**src/rtl/apb_timer_pkg.sv**
```systemverilog
// Shared definitions for the APB timer: register byte offsets, CTRL bit positions, counter FSM states.
// Latency: n/a (definitions only).
// Backpressure: n/a (definitions only).
package apb_timer_pkg;

  // Byte offsets inside the slave window. Only paddr[4:2] selects a register.
  localparam logic [4:0] OFS_CTRL   = 5'h00;
  localparam logic [4:0] OFS_LOAD   = 5'h04;
  localparam logic [4:0] OFS_VALUE  = 5'h08;
  localparam logic [4:0] OFS_STATUS = 5'h0C;
  localparam logic [4:0] OFS_PRESC  = 5'h10;

  // CTRL bit indices
  localparam int CTRL_EN = 0;
  localparam int CTRL_AR = 1;
  localparam int CTRL_IE = 2;
  localparam int CTRL_W  = 3;

  typedef enum logic {
    T_IDLE = 1'b0,
    T_RUN  = 1'b1
  } tmr_state_e;

  // Word-aligned register offset from the low address bits.
  function automatic logic [4:0] word_ofs(input logic [4:0] a);
    return {a[4:2], 2'b00};
  endfunction

endpackage

```
**src/rtl/apb_timer_core.sv**
```systemverilog
// Counter engine: 2-state FSM, 32-bit down-counter with reload, expiry pulse, optional prescaler.
// Latency: VALUE updates on the tick edge; exp_o is combinational from state and VALUE.
// Backpressure: none; load strobes are always accepted and override the tick in the same cycle.
//
// Ports:
//   clk_i, rst_ni    clock, asynchronous active-low reset
//   en_next_i        next-cycle value of CTRL.EN (APB write or one-shot clear already applied)
//   ar_i             CTRL.AR auto-reload
//   load_wr_i        LOAD write strobe; load_dat_i is copied into VALUE
//   reload_dat_i     current LOAD register, used on auto-reload
//   presc_i, presc_wr_i  prescale compare value and its write strobe (TIMER_PRESC_EN only)
//   value_o          VALUE register
//   exp_o            one-cycle expiry pulse (tick taken with VALUE==0)
//
// Build option: define TIMER_PRESC_EN to add the 8-bit prescaler; otherwise every cycle ticks.
module apb_timer_core
  import apb_timer_pkg::*;
(
  input  logic        clk_i,
  input  logic        rst_ni,
  input  logic        en_next_i,
  input  logic        ar_i,
  input  logic        load_wr_i,
  input  logic [31:0] load_dat_i,
  input  logic [31:0] reload_dat_i,
`ifdef TIMER_PRESC_EN
  input  logic [7:0]  presc_i,
  input  logic        presc_wr_i,
`endif
  output logic [31:0] value_o,
  output logic        exp_o
);

  tmr_state_e  state_q, state_d;
  logic [31:0] value_q, value_d;
  logic        run;
  logic        tick;

  // ---------------- state register ----------------
  always_ff @(posedge clk_i or negedge rst_ni) begin
    if (!rst_ni) begin
      state_q <= T_IDLE;
    end else begin
      state_q <= state_d;
    end
  end

  // ---------------- next-state logic ----------------
  // en_next_i already folds in the one-shot expiry clear of EN, so leaving RUN on
  // expiry and on a software EN=0 are the same transition. An APB write of EN=1 in
  // the expiry cycle keeps the timer in RUN.
  always_comb begin
    state_d = state_q;
    case (state_q)
      T_IDLE:  if (en_next_i)  state_d = T_RUN;
      T_RUN:   if (!en_next_i) state_d = T_IDLE;
      default: state_d = T_IDLE;
    endcase
  end

  // ---------------- prescaler ----------------
`ifdef TIMER_PRESC_EN
  logic [7:0] pcnt_q, pcnt_d;
  logic       start;

  // EN 0->1 is the edge that moves the FSM out of IDLE.
  assign start = (state_q == T_IDLE) && en_next_i;
  assign tick  = (pcnt_q == presc_i);

  always_comb begin
    pcnt_d = pcnt_q;
    if (start || presc_wr_i) begin
      pcnt_d = 8'd0;
    end else if (state_q == T_RUN) begin
      pcnt_d = tick ? 8'd0 : pcnt_q + 8'd1;
    end
  end

  always_ff @(posedge clk_i or negedge rst_ni) begin
    if (!rst_ni) begin
      pcnt_q <= 8'd0;
    end else begin
      pcnt_q <= pcnt_d;
    end
  end
`else
  assign tick = 1'b1;
`endif

  // ---------------- outputs / datapath ----------------
  // A LOAD write consumes the tick of its cycle entirely: no decrement, no expiry.
  always_comb begin
    run     = (state_q == T_RUN);
    exp_o   = run && tick && (value_q == 32'd0) && !load_wr_i;
    value_d = value_q;
    if (load_wr_i) begin
      value_d = load_dat_i;
    end else if (run && tick) begin
      if (value_q != 32'd0) begin
        value_d = value_q - 32'd1;
      end else if (ar_i) begin
        value_d = reload_dat_i;
      end
    end
  end

  always_ff @(posedge clk_i or negedge rst_ni) begin
    if (!rst_ni) begin
      value_q <= 32'd0;
    end else begin
      value_q <= value_d;
    end
  end

  assign value_o = value_q;

endmodule

```
**src/rtl/apb_timer_slave.sv**
```systemverilog
// Zero-wait-state APB timer slave: register file, address decode, prdata capture, irq.
// Latency: writes commit on the enable edge; read data is registered on the setup edge.
// Backpressure: none; there is no pready, every access is setup + enable.
//
// Ports:
//   hclk, hrstn          clock, asynchronous active-low reset
//   psel, penable        APB phase controls
//   pwrite, paddr, pwdata  APB command, address, write data
//   prdata               registered read data, held until the next read setup
//   irq                  level interrupt, STATUS.EXP & CTRL.IE
//
// Build option: define TIMER_PRESC_EN to map PRESC at 0x10 and enable the prescaler.
module apb_timer_slave
  import apb_timer_pkg::*;
#(
  parameter logic [31:0] BASE_ADDR = 32'h0000_0000,
  parameter int unsigned DEC_W     = 12
) (
  input  logic        hclk,
  input  logic        hrstn,
  input  logic        psel,
  input  logic        penable,
  input  logic        pwrite,
  input  logic [31:0] paddr,
  input  logic [31:0] pwdata,
  output logic [31:0] prdata,
  output logic        irq
);

  logic              hit;
  logic              setup_ph;
  logic              setup_rd;
  logic              wr_en;
  logic              wr_hit_q;
  logic [4:0]        wr_ofs_q;
  logic              ctrl_wr, load_wr, status_wr;
  logic [CTRL_W-1:0] ctrl_q, ctrl_d;
  logic [31:0]       load_q, load_d;
  logic              exp_q, exp_d;
  logic [31:0]       prdata_q, prdata_d;
  logic [31:0]       rd_dat;
  logic [31:0]       value;
  logic              exp_pulse;
  logic              unused_paddr_lo;

  assign unused_paddr_lo = ^paddr[1:0];

  // Slave owns the DEC_W window; only the first 32 bytes hold registers.
  assign hit = (paddr[31:DEC_W] == BASE_ADDR[31:DEC_W]) &&
               (paddr[DEC_W-1:5] == '0);

  assign setup_ph = psel & ~penable;
  assign setup_rd = setup_ph & ~pwrite;

  // The bridge zeroes paddr in the enable phase, so the decode taken at setup is
  // what steers the write that commits on the enable edge.
  always_ff @(posedge hclk or negedge hrstn) begin
    if (!hrstn) begin
      wr_hit_q <= 1'b0;
      wr_ofs_q <= 5'd0;
    end else if (setup_ph) begin
      wr_hit_q <= hit;
      wr_ofs_q <= word_ofs(paddr[4:0]);
    end
  end

  assign wr_en     = psel & penable & pwrite & wr_hit_q;
  assign ctrl_wr   = wr_en && (wr_ofs_q == OFS_CTRL);
  assign load_wr   = wr_en && (wr_ofs_q == OFS_LOAD);
  assign status_wr = wr_en && (wr_ofs_q == OFS_STATUS);

  // ---------------- PRESC register ----------------
`ifdef TIMER_PRESC_EN
  logic       presc_wr;
  logic [7:0] presc_q, presc_d;

  assign presc_wr = wr_en && (wr_ofs_q == OFS_PRESC);

  always_comb begin
    presc_d = presc_q;
    if (presc_wr) presc_d = pwdata[7:0];
  end

  always_ff @(posedge hclk or negedge hrstn) begin
    if (!hrstn) begin
      presc_q <= 8'd0;
    end else begin
      presc_q <= presc_d;
    end
  end
`endif

  // ---------------- CTRL / LOAD / STATUS ----------------
  always_comb begin
    ctrl_d = ctrl_q;
    if (ctrl_wr) begin
      ctrl_d = pwdata[CTRL_W-1:0];
    end else if (exp_pulse && !ctrl_q[CTRL_AR]) begin
      // one-shot expiry stops the timer unless software rewrites CTRL this cycle
      ctrl_d[CTRL_EN] = 1'b0;
    end
  end

  always_comb begin
    load_d = load_q;
    if (load_wr) load_d = pwdata;
  end

  // A fresh expiry beats a simultaneous write-1-to-clear.
  always_comb begin
    exp_d = exp_q;
    if (exp_pulse) begin
      exp_d = 1'b1;
    end else if (status_wr && pwdata[0]) begin
      exp_d = 1'b0;
    end
  end

  always_ff @(posedge hclk or negedge hrstn) begin
    if (!hrstn) begin
      ctrl_q <= '0;
      load_q <= 32'd0;
      exp_q  <= 1'b0;
    end else begin
      ctrl_q <= ctrl_d;
      load_q <= load_d;
      exp_q  <= exp_d;
    end
  end

  // ---------------- counter engine ----------------
  apb_timer_core u_core (
    .clk_i        (hclk),
    .rst_ni       (hrstn),
    .en_next_i    (ctrl_d[CTRL_EN]),
    .ar_i         (ctrl_q[CTRL_AR]),
    .load_wr_i    (load_wr),
    .load_dat_i   (pwdata),
    .reload_dat_i (load_q),
`ifdef TIMER_PRESC_EN
    .presc_i      (presc_q),
    .presc_wr_i   (presc_wr),
`endif
    .value_o      (value),
    .exp_o        (exp_pulse)
  );

  // ---------------- read path ----------------
  always_comb begin
    rd_dat = 32'd0;
    if (hit) begin
      case (word_ofs(paddr[4:0]))
        OFS_CTRL:   rd_dat = 32'(ctrl_q);
        OFS_LOAD:   rd_dat = load_q;
        OFS_VALUE:  rd_dat = value;
        OFS_STATUS: rd_dat = 32'(exp_q);
`ifdef TIMER_PRESC_EN
        OFS_PRESC:  rd_dat = 32'(presc_q);
`endif
        default:    rd_dat = 32'd0;
      endcase
    end
  end

  // Captured at the setup edge while paddr is still valid; held otherwise.
  always_comb begin
    prdata_d = prdata_q;
    if (setup_rd) prdata_d = rd_dat;
  end

  always_ff @(posedge hclk or negedge hrstn) begin
    if (!hrstn) begin
      prdata_q <= 32'd0;
    end else begin
      prdata_q <= prdata_d;
    end
  end

  assign prdata = prdata_q;
  assign irq    = exp_q & ctrl_q[CTRL_IE];

endmodule

```
**config.mk**
```make
export PLATFORM = sky130hd
export DESIGN_NAME = apb_timer_slave
export DESIGN_NICKNAME = d
export VERILOG_FILES = /design/src/rtl/apb_timer_pkg.sv /design/src/rtl/apb_timer_core.sv /design/src/rtl/apb_timer_slave.sv
export SDC_FILE = /design/constraint.sdc
export NUM_CORES = 1
export LEC_CHECK = 0
export ABC_AREA = 1
export CORE_ASPECT_RATIO = 0.75
export CORE_MARGIN = 2
export CORE_UTILIZATION = 25
export CTS_BUF_LIST = sky130_fd_sc_hd__clkbuf_2
export DETAILED_ROUTE_END_ITERATION = 12
export DONT_BUFFER_PORTS = 1
export PLACE_DENSITY_LB_ADDON = 0.2
export SLEW_MARGIN = 40
export SYNTH_ARGS = -nofsm -noshare
export SYNTH_HDL_FRONTEND = slang
export SYNTH_SLANG_ARGS = --single-unit
```
**constraint.sdc**
```tcl
create_clock -name hclk -period 2.1 [get_ports hclk]
set_clock_uncertainty 0.15 [all_clocks]
set_input_delay 0.42 -clock hclk [delete_from_list [all_inputs] [get_ports hclk]]
set_output_delay 0.42 -clock hclk [all_outputs]
set_load 0.01 [all_outputs]
```
== After elaboration in Yosys (flattened, before gate mapping) ==
Index checks and enable logic that the tools add are counted.
Operators by class
  $add $sub $neg: 1
  equality and inequality tests: 5
  reduce and logical (&&, ||, !) cells: 20
  div/mod/pow operators: 0
  order comparisons: 0
  bitwise operators: 8
  multiply operators: 0
  muxes and demuxes: 11
  shift operators: 0
Operators by type and width (count)
  2-to-1 mux 32 bit: 5
  case mux 32 bit (4 select lines): 1
  logical NOT 32 bit: 1
  nonzero test 32 bit: 1
  subtractor 32 x 1 -> 32 bit (second input constant): 1
  logical NOT 20 bit: 1
  equality test 3 x 2 -> 1 bit (second input constant): 3
  logical AND 1 bit: 8
  logical NOT 7 bit: 1
  bitwise AND 1 bit: 6
  equality test 3 x 1 -> 1 bit (second input constant): 2
  logical NOT 5 bit: 1
  2-to-1 mux 1 bit: 5
  nonzero test 2 bit: 2
  logical NOT 3 bit: 1
  nonzero test 3 bit: 1
  logical NOT 1 bit: 2
  inverter 1 bit: 2
  AND reduction 2 bit: 1
Word-level totals
  RAM bits: 0
  bits of input ports: 69
  latch bits: 0
  output and inout port bits: 33
  register bits after elaboration: 105
  memory bits (read-only): 0
  memories kept: 0

== Longest topological paths before layout ==
  depth in word-level cells: 10
  depth in mapped cells: 13
  depth with buffers taken out: 12

== Modules after synthesis ==
Synthesis repeated with hierarchy kept, for this count alone.
Unflattened totals
  cells, all modules: 955
  area total of the unflattened synthesis: 6364.9 µm²
Modules (own cells, without submodules)
  apb_timer_slave: area each 3404.5 µm², cells each 456, instances 1, sequential area each 1801.7 µm²
  apb_timer_core: area each 2960.3 µm², cells each 499, instances 1, sequential area each 825.8 µm²

== Least setup slack after synthesis ==
Ideal clock, no wire load.
  path type: reg-to-reg
  from: reg u_core.value_q[15] (netlist: u_core.value_o[15])
  to: reg u_core.value_q[0] (netlist: u_core.value_o[0])
  library setup time: 0.124 ns
  setup slack: 0.389 ns
  stages on the path, launching flop included: 12
  arrival time: 1.437 ns
  buffers on the path: 1
  clock period less this slack: 1.711 ns
  cell sequence: dfrtp_1 nor2_1 nand2_1 nor2_4 nand2_1 nor2_1 nand2_2 nand2_4 inv_2 buf_4 o211ai_1 nand2_1
Between the ends
  word-level cells in the longest chain between the ends: 4
  elaborated cells on any way between the ends: 6
RTL lines
  start: declaration: line apb_timer_core.sv:35  | logic [31:0] value_q, value_d;
  start signal: assignment: line apb_timer_core.sv:111  | value_q <= value_d;
  nonzero test 32 bit *: line apb_timer_core.sv:99  | if (value_q != 32'd0) begin
  2-to-1 mux 32 bit: line apb_timer_core.sv:99
  2-to-1 mux 32 bit: line apb_timer_core.sv:98  | end else if (run && tick) begin
  2-to-1 mux 32 bit: line apb_timer_core.sv:96  | if (load_wr_i) begin
Every way passes the cells marked *; elsewhere a longest branch is shown, timed or not. The select of a mux whose other input is x is not followed.
A chain may end at the register's enable or synchronous reset.

== Final worst setup path ==
  from: in psel
  to: reg wr_ofs_q[2]
Between the ends
  word-level cells in the longest chain between the ends: 1
RTL lines
  start: declaration: line apb_timer_slave.sv:21  | input logic psel,
  bitwise AND 1 bit: line apb_timer_slave.sv:52  | assign setup_ph = psel & ~penable;
  end signal: assignment: line apb_timer_slave.sv:63  | wr_ofs_q <= word_ofs(paddr[4:0]);
  end: declaration: line apb_timer_slave.sv:35  | logic [4:0] wr_ofs_q;
Every way passes these cells.

==> results.txt <==
The cell at the root of the clock tree is clkbuf_2. The detailed router finished its first iteration with around 450 violations. The routed length on met1 came out at around 11 mm.

The number of maximum-capacitance constraint violations came out at 0. After clock tree synthesis, the clock-pin slew on the worst setup and hold paths is around 0.31 ns. The total standard cell area after synthesis is 6032 um^2. The die footprint came out at about 25000 um^2. The count of fill cells added during filler insertion is 2668.

The final layout contains ~1000 nets. The final hold violation count came out at about 100. Dividing the detail-routed via count by the number of cells gives about 4.7. The detailed router used layers up to and including met4. The sequential cell area fraction in the yosys report came out at a little over two fifths. In this design, the critical path's most frequently occurring cell is dlygate4sd3_1. The number of endpoints failing setup at the final stage is 0. Input and output buffers added on the ports amount to 0.

The stage delay of the slowest cell on the critical path is 0.56 ns. The total CTS buffers is 9. Counting both buffers and inverters, the worst setup path holds a total of 4. The critical path in this run is classified as primary input to register. Entering global routing, the biggest net connects roughly 110 pins. The latest clock arrival within the worst-skew pair is around 0.7 ns.

The met2 wire length is between 8 and 9 mm. The number of distinct library cell variants in the gate-level netlist after synthesis came out at 31. For this run, the leading register cell type out of synthesis is dfrtp_1. The layout cell share with drive strength beyond 1 came out at 10.02%. The die extent in x is 183.4 um. The placed instance count is roughly 1200. The static power due to leakage came out at between 3 and 4 nW. The floorplan step set the die height to around 140 um.

The worst hold slack after final layout came out at -0.7947 ns. The global placement routability congestion is 0.8417. The maximum vdd drop is 0.0002745 V.

The clock period minus worst slack is 2.018 ns. The total power density per cell area is approximately 860 nW/um^2. The synthesis-stage register bit count came out at roughly 100. Ranked by total cell area, the synthesized netlist is headed by dfrtp_1 (43%), nand2_1 (15%), nand3_1 (7.7%), nor2_1 (7.2%), inv_1 (6.9%). The slowest cell on the critical path is dlygate4sd3_1. The most common cell after layout, fill and taps aside is nand2_1. In this run the count of I/O pins placed on the die edge is 102.

Across all layers, the routed design uses about 6000 vias. The library cell occupying the most area in the post-synthesis netlist is dfrtp_1. The summed negative setup slack over all endpoints came out at 0 ns.

Global routing finished with a remaining overflow of 0. The minimum setup slack among reg-to-reg paths came out at 0.11 ns. The endpoint required time on the critical path is about 2.6 ns. The normalized max-slew margin is a little over two thirds. After clock tree synthesis, the flow added hold-fix buffers numbering 56. The wire length of the first global-routing pass is roughly 33 mm.

The pre-antenna-repair detailed-routing pass consisted of 9 iterations. Setup repair after global routing could not meet its margin everywhere. The maximum count of clock buffers along a single path is 2.

The share of synthesized registers carrying an async set or reset came out at 100.0%. STA classifies the critical path endpoint as a register. The max-slew violation count is 0. TritonCTS built the clock tree. Grouping stages by cell kind, the critical path spends the most delay in buffers and inverters.

The met3 wirelength from detailed routing is between 1 and 1.5 mm. The overall routing resource usage came out at between 10% and 20%. The mean area per synthesized cell is just under 7 um^2. The flow ran to the end, but the final reports show violations. The number of warnings printed during yosys synthesis is 0. The detail-routed net length per standard cell came out at 16.34 um. The starting density of the core is between 20 and 30%. The depth of the CTS H-tree is 3.

The path type of the worst min-delay path is primary input to asynchronous set/reset pin. The signal arrival time at the worst endpoint came out at 2.49 ns. In this run, synthesis inferred 0 flip-flops with an integrated enable. The remaining design rule violation count came out at 0. The via count of the first global-routing pass is 5891. The detailed placer's ending HPWL came out at 14.34 mm. At the pin with the least slew margin, the transition time is around 0.46 ns.

The worst setup path is launched from a primary input. The number of cells in the finished layout apart from fillers is approximately 1300. The share of synthesized area in the top cell type comes to between 40% and 50%. The post-route antenna net violation count came out at 0. The initial antenna violation count is 1. The maximum fanout along the worst path came out at 5. Static timing analysis puts the maximum clock frequency at slightly below 500 MHz. Leaving out fill and tap cells, the most frequent cells in the layout are nand2_1 (245), inv_1 (110), dfrtp_1 (103). Dividing the final minimum period by the clock period gives a little over nine tenths. The number of sinks handled by clock tree synthesis is roughly 100. The area growth from synthesis to layout is 23.19%. The core region area came out at roughly 24000 um^2. Synthesis handed over a netlist of approximately 880 instances.

The sum of routed wire length over all layers came out at 20.67 mm. The final reports fail on negative hold slack. The post-synthesis net count came out at between 900 and 1000.

Traced cell by cell, the critical path runs through dlygate4sd3_1 -> inv_1 -> nor2_1 -> nand2_1 -> dlygate4sd3_1 -> o21ai_0 -> dlygate4sd3_1. In this run the core area contains 49 standard-cell rows.
[cells in the mapped netlist, types with 2 or more instances]
cell type,number
nand2_1,248
nor2_1,116
inv_1,111
dfrtp_1,104
nand3_1,93
a21oi_1,50
o21ai_0,45
o22ai_1,30
clkbuf_1,16
buf_2,12
nor4_1,6
buf_4,5
xor2_1,5
inv_2,4
nand4_1,4
buf_6,3
nand2_2,3
nor2_4,3
nor3_1,3
ha_1,2
nor2_2,2
o211ai_1,2
o221ai_1,2
or2_2,2
[final timing paths]
kind | startpoint | end | cells after the start
min | hrstn | ctrl_q[0] | 0
max reg2reg | u_core.value_o[29] | u_core.value_o[5] | 11
max in group asynchronous | hrstn | u_core.value_o[5] | 0
min reg2reg | ctrl_q[2] | ctrl_q[2] | 2
min in group hclk | paddr[4] | prdata[1] | 6
max | psel | wr_ofs_q[2] | 7
[what timing repair did]
action | 4_1_cts | 5_1_grt
hold endpoints to repair | 198 | 104
setup endpoints to repair | 0 | 32
setup buffers | 0 | 2
resized for setup | 0 | 22
[routing by layer]
| layer | vias up | global-route usage [%] |
|---|---|---|
| li1 | 2955 | - |
| met1 | 2809 | 25.98 |
| met2 | 175 | 23.29 |
| met3 | 19 | 3.793 |
| met4 | 0 | 3.368 |
| met5 | - | 0 |
[cell type report]
class,instances,area [um^2],area share [%]
clock inverters,4,70.07,0.9429
flip-flops and latches,104,2604,35.04
well taps,306,382.9,5.152
inverters,116,437.9,5.893
clock buffers,11,55.05,0.7409
diodes,1,2.502,0.03368
repair buffers,101,1016,13.67
multi-input cells,622,2863,38.53
[power by group]
group / internal [W] / switching [W] / leakage (nW)
clock network: 0.000393 / 0.000727 / 0.0818
logic: 0.00105 / 0.00153 / 2.55
registers: 0.00236 / 0.000305 / 1.23
[stage by stage]
stage          utilization (%)  power, W  area (um^2)  setup slack (ns)
2_1_floorplan                -  0.004156         6032            0.3887
3_3_place_gp             27.86  0.005043         6644           0.08031
3_5_place_dp             27.86  0.005025         6644           0.09782
4_1_cts                  30.73  0.006270         7330           0.03588
5_1_grt                  31.16  0.006922         7431          -0.05430
6_report                 31.16  0.006368         7431           0.08193
[state kept, by name (all words and copies together), names as in the netlist]
name,flops
load_q,32
prdata,32
u_core.value_o,32
ctrl_q,3
wr_ofs_q,3
exp_q,1
wr_hit_q,1
[cells by family (layout without fill, tap and decap cells)]
| logic type | Yosys count | count (layout) | share of synthesized area (%) |
|---|---|---|---|
| flops | 104 | 104 | 43.14 |
| buf+inv | 152 | 232 | 10.39 |
| other cells | 0 | 1 | 0 |
| compound gates | 131 | 131 | 11.80 |
| fa+ha+maj | 2 | 2 | 0.4148 |
| simple gates | 484 | 484 | 33.52 |
| xor+xnor | 5 | 5 | 0.7260 |
(Power assumes the default switching activity.)
